$ cat config.mk
export PLATFORM = sky130hd
export DESIGN_NAME = fifo_scoreboard_param
export DESIGN_NICKNAME = d
export VERILOG_FILES = /design/src/rtl/fifo_scoreboard_param.sv
export SDC_FILE = /design/constraint.sdc
export NUM_CORES = 1
export LEC_CHECK = 0
export ABC_AREA = 1
export ABC_CLOCK_PERIOD_IN_PS = 1100
export CAP_MARGIN = 40
export CORE_MARGIN = 2
export CORE_UTILIZATION = 34
export DETAILED_ROUTE_END_ITERATION = 16
export PLACE_DENSITY = 0.8
export SLEW_MARGIN = 10
export SYNTH_ARGS = -nofsm -noshare
export SYNTH_HDL_FRONTEND = slang
export SYNTH_SLANG_ARGS = --single-unit
$ cat constraint.sdc
create_clock -name clk -period 1.1 [get_ports clk]
set_clock_uncertainty 0.15 [all_clocks]
set_input_delay 0.165 -clock clk [delete_from_list [all_inputs] [get_ports clk]]
set_output_delay 0.165 -clock clk [all_outputs]
set_load 0.005 [all_outputs]
$ cat src/rtl/fifo_scoreboard_param.sv
// Reference-model scoreboard for single-clock FIFOs: mirrors accepted writes,
// checks read data and full/empty flags, and keeps sticky error status.
module fifo_scoreboard_param #(
    parameter int DATA_W      = 4,
    parameter int DEPTH       = 4,
    parameter int RD_LAT      = 1,
    parameter int CHECK_FLAGS = 1,
    parameter int STOP_ON_ERR = 0,
    parameter int CNT_W       = 8
) (
    input  logic                         clk,
    input  logic                         rst,
    input  logic                         vld_in,
    input  logic [DATA_W-1:0]            data_in,
    input  logic                         vld_out,
    input  logic [DATA_W-1:0]            data_out,
    input  logic                         full_in,
    input  logic                         empty_in,
    input  logic                         clr_err,
    output logic [$clog2(DEPTH+1)-1:0]   occupancy,
    output logic                         err_overflow,
    output logic                         err_underflow,
    output logic                         err_data,
    output logic                         err_flag,
    output logic [CNT_W-1:0]             err_count,
    output logic [DATA_W-1:0]            exp_first,
    output logic [DATA_W-1:0]            act_first,
    output logic                         failed
);

    localparam int PTR_W = $clog2(DEPTH);
    localparam int OCC_W = $clog2(DEPTH+1);
    localparam logic [OCC_W-1:0] FULL_CNT = OCC_W'(DEPTH);
    localparam logic [CNT_W:0]   CNT_MAX  = {1'b0, {CNT_W{1'b1}}};
    localparam logic [0:0] ST_RUN  = 1'b0;
    localparam logic [0:0] ST_FAIL = 1'b1;

    logic [DATA_W-1:0] mem [DEPTH];
    logic [PTR_W-1:0]  wr_ptr_reg;
    logic [PTR_W-1:0]  rd_ptr_reg;
    logic [OCC_W-1:0]  count_reg;
    logic [0:0]        state_reg;
    logic              err_overflow_reg;
    logic              err_underflow_reg;
    logic              err_data_reg;
    logic              err_flag_reg;
    logic [CNT_W-1:0]  err_count_reg;
    logic [DATA_W-1:0] exp_first_reg;
    logic [DATA_W-1:0] act_first_reg;

    logic              running;
    logic              is_full;
    logic              is_empty;
    logic              push;
    logic              pop;
    logic              bypass;
    logic [DATA_W-1:0] exp_word;
    logic              cmp_valid;
    logic [DATA_W-1:0] cmp_word;
    logic [3:0]        ev;
    logic [2:0]        ev_num;
    logic [CNT_W:0]    count_base;
    logic [CNT_W:0]    count_sum;
    logic [CNT_W-1:0]  err_count_next;

    assign running  = (state_reg == ST_RUN);
    assign is_full  = (count_reg == FULL_CNT);
    assign is_empty = (count_reg == '0);
    assign push     = vld_in && (!is_full || vld_out);
    assign pop      = vld_out && (!is_empty || vld_in);
    assign bypass   = is_empty && vld_in && vld_out;
    assign exp_word = bypass ? data_in : mem[rd_ptr_reg];

    // Where the data compare happens depends on when the DUT presents read data.
    generate
        if (RD_LAT == 0) begin : g_lat0
            assign cmp_valid = pop;
            assign cmp_word  = exp_word;
        end else begin : g_lat1
            logic              pend_reg;
            logic [DATA_W-1:0] pend_exp_reg;
            always_ff @(posedge clk or posedge rst) begin
                if (rst) begin
                    pend_reg     <= 1'b0;
                    pend_exp_reg <= '0;
                end else if (running) begin
                    pend_reg     <= pop;
                    pend_exp_reg <= exp_word;
                end
            end
            assign cmp_valid = pend_reg;
            assign cmp_word  = pend_exp_reg;
        end
    endgenerate

    assign ev[0] = running && vld_in && !vld_out && is_full;
    assign ev[1] = running && vld_out && !vld_in && is_empty;
    assign ev[2] = running && cmp_valid && (data_out != cmp_word);
    assign ev[3] = running && (CHECK_FLAGS != 0) &&
                   ((full_in != is_full) || (empty_in != is_empty));

    assign ev_num     = {2'b00, ev[0]} + {2'b00, ev[1]} + {2'b00, ev[2]} + {2'b00, ev[3]};
    assign count_base = clr_err ? '0 : {1'b0, err_count_reg};
    assign count_sum  = count_base + (CNT_W+1)'(ev_num);
    assign err_count_next = (count_sum > CNT_MAX) ? CNT_MAX[CNT_W-1:0] : count_sum[CNT_W-1:0];

    // Model storage carries no reset; only the pointers define valid contents.
    always_ff @(posedge clk) begin
        if (running && push && !bypass)
            mem[wr_ptr_reg] <= data_in;
    end

    always_ff @(posedge clk or posedge rst) begin
        if (rst) begin
            wr_ptr_reg        <= '0;
            rd_ptr_reg        <= '0;
            count_reg         <= '0;
            state_reg         <= ST_RUN;
            err_overflow_reg  <= 1'b0;
            err_underflow_reg <= 1'b0;
            err_data_reg      <= 1'b0;
            err_flag_reg      <= 1'b0;
            err_count_reg     <= '0;
            exp_first_reg     <= '0;
            act_first_reg     <= '0;
        end else begin
            if (running) begin
                if (push && !bypass)
                    wr_ptr_reg <= wr_ptr_reg + PTR_W'(1);
                if (pop && !bypass)
                    rd_ptr_reg <= rd_ptr_reg + PTR_W'(1);
                case ({push, pop})
                    2'b10:   count_reg <= count_reg + OCC_W'(1);
                    2'b01:   count_reg <= count_reg - OCC_W'(1);
                    default: count_reg <= count_reg;
                endcase
            end
            if ((STOP_ON_ERR != 0) && (|ev))
                state_reg <= ST_FAIL;
            // A same-cycle event overrides clr_err.
            err_overflow_reg  <= (err_overflow_reg  && !clr_err) || ev[0];
            err_underflow_reg <= (err_underflow_reg && !clr_err) || ev[1];
            err_data_reg      <= (err_data_reg      && !clr_err) || ev[2];
            err_flag_reg      <= (err_flag_reg      && !clr_err) || ev[3];
            err_count_reg     <= err_count_next;
            if (ev[2] && (!err_data_reg || clr_err)) begin
                exp_first_reg <= cmp_word;
                act_first_reg <= data_out;
            end
        end
    end

    assign occupancy     = count_reg;
    assign err_overflow  = err_overflow_reg;
    assign err_underflow = err_underflow_reg;
    assign err_data      = err_data_reg;
    assign err_flag      = err_flag_reg;
    assign err_count     = err_count_reg;
    assign exp_first     = exp_first_reg;
    assign act_first     = act_first_reg;
    assign failed        = (state_reg == ST_FAIL);

endmodule

==> results_dict.tcl <==
set metrics [dict create \
    rr_endpoint "err_underflow" \
    status "finished, final reports clean" \
    ff2ff_setup_slack_ps 250 \
    dp_slack_ps -51.23 \
    avgRoutedWirePerCell_um 8.621 \
    post-synth-top-count-cell "inv_1" \
    drtAntennaViolNets 0 \
    antennaDiodeCount 0 \
    critPathArrivalTime_ps 780 \
    worst_slack_ps 7.673 \
    gp_congestion 0.6760 \
    core_region_area_um2 1334 \
    period_needed_ps 1092 \
    end_kind "output port" \
    drt_iter0_drc 3 \
    highest_layer "met4" \
    cts_made_buffers 3 \
    ys.flop_type "dfrtp_1" \
    die_h_um 42.32 \
    fin_nets 89 \
    hold_slack_ps 17.72 \
    m1WireLength_um 327 \
    critPathSlowestCell "dfrtp_1" \
    drcViolationCount 0 \
    cts.sinks 12 \
    synth_area_leaders "dfrtp_1 (60%), buf_4 (18%), inv_1 (9.8%)" \
    cp.required_ps 780 \
    setup.worst_path.start_class "register" \
    finalPower_uw 738.1 \
    drive_gt1_share_pct 29.17 \
    grt-ovfl-total 0 \
    netlist.area_leader.share_pct 60.15 \
    insertion_delay_ps 260 \
    clock_path_buffers 2 \
    min_path_type "in -> async" \
    synth_commonest_cells "inv_1 (13), buf_4 (12), dfrtp_1 (12), nor2_1 (12)" \
    synth-edff-count 0 \
    rsz0062_at_grt "true" \
    powerDensity_nw_per_um2 1219 \
    port_buffers 14 \
    synth-async-reset-ratio_pct 100.0 \
    finalCritPeriodShare_pct 99.30 \
    largest_register_ffs 8 \
    synth.distinct_cells 6 \
    grt_pass1_vias 278 \
    worstPathMaxFanout 2 \
    synth_top_cell_by_area "dfrtp_1" \
    final_area_um2 605.6 \
    wl_um 750 \
    initial_utilization_pct 37.43 \
    wl_met3_um 86 \
    maxSlewViolCount 0 \
    critPathBufInv 1 \
    cts_root_buffer "clkbuf_4" \
    num_rows 13 \
    syn2layout_area_growth_pct 21.30 \
    power.leakage_nw 0.3606 \
    htreeDepth 1 \
    grt_use_total_pct 8.731 \
    cpPeakStageDelay_ps 380 \
    finalHoldViolCount 0 \
    hpwl_um 563.8 \
    cp.depth 1 \
    placed_area_um2 628.1 \
    maxCapViolations 0 \
    finalSetupViolations 0 \
    num_vias 312 \
    ys_ff_latch 12 \
    wl_met2_um 322 \
    ir_drop_mv 0.6175 \
    n_fill_cell 141 \
    dieArea_um2 1791 \
    cp_top_family "flip-flops" \
    fmax_mhz 915.5 \
    yosysSeqAreaShare_pct 60.15 \
    pin_count 39 \
    crit_chain "buf_2" \
    die_w_um 42.32 \
    cts_tree "yes" \
    ys_warn_count 1 \
    timing.rr.start "err_underflow" \
    grt_max_degree 10 \
    drt-vias-per-instance 3.586 \
    first_pass_iters 3 \
    antenna_found_initial 0 \
    syn-mean-instance-area_um2 9.789 \
    criticalPathCategory "reg -> out" \
    grt_pass1_wl_mm 1.152 \
    synthCells 51 \
    synth_area_um2 499.2 \
    clk_pin_slew_worst_paths_ps 70 \
    rr_worst_depth 3 \
]
-- report_power, final --
group          total (mW)  leakage (nW)        switching [mW]  internal (mW)
Combinational      0.0412         0.179                0.0255         0.0157
Clock               0.256        0.0138                 0.129          0.126
Sequential          0.441         0.168  0.000000000000000484          0.441
-- area by class of cell --
type / count / area (um2) / share of cell area (%)
Inverter: 13 / 48.80 / 8.058
Sequential cell: 12 / 300.3 / 49.59
Tap cell: 15 / 18.77 / 3.099
Multi-Input combinational cell: 24 / 90.09 / 14.88
Clock buffer: 3 / 22.52 / 3.719
Timing Repair Buffer: 20 / 125.1 / 20.66
-- through the flow --
step | instances | utilization [%] | setup TNS [ps]
global placement | 82 | 47.09 | -712.2
detailed placement | 82 | 47.09 | -849.3
global route | 87 | 45.40 | -167.8
floorplan | 62 | - | 0
CTS | 85 | 44.28 | -2.865
finish | 87 | 45.40 | 0
-- cell families after synthesis --
group / share of synthesized area [%]
flops: 60.15
simple gates: 9.022
buf+inv: 30.08
other cells: 0.7512
-- worst reg2reg max path, cell delays in order, from the launching register on --
cell and delay [ps]:
dfrtp_1 380, buf_4 130, inv_1 50, nor2_1 40
-- routing by layer --
layer,up-vias,track usage (%)
met2,22,14.46
met5,-,0
met4,0,7.500
li1,156,-
met3,2,2.155
met1,132,9.066
-- timing repair --
action / in CTS / in global routing
buffers inserted: 0 / 2
endpoints found under the setup margin: 12 / 11
resized for setup: 48 / 0
hold buffers: 0 / 0
-- layout by cell type (no fill, tap or decap), drive strengths merged --
master,synthesis,routed
clkdlybuf4s50,0,2
nor2,12,12
buf,13,18
dfrtp,12,12
clkbuf,0,3
inv,13,13
conb,1,12
-- how the worst max path moves through the flow --
| stage | slack [ps] | to | startpoint |
|---|---|---|---|
| after floorplan | 390 | err_count[0] | err_count[0] |
| after global placement | -50 | err_count[0] | err_count[0] |
| after detailed placement | -50 | err_count[7] | err_count[7] |
| after CTS | -3 | err_count[7] | err_count[7] |
| after global routing | -30 | err_count[7] | err_count[7] |
| final | 8 | err_flag | err_flag |
No activity file was read; power rests on OpenSTA's default activity.
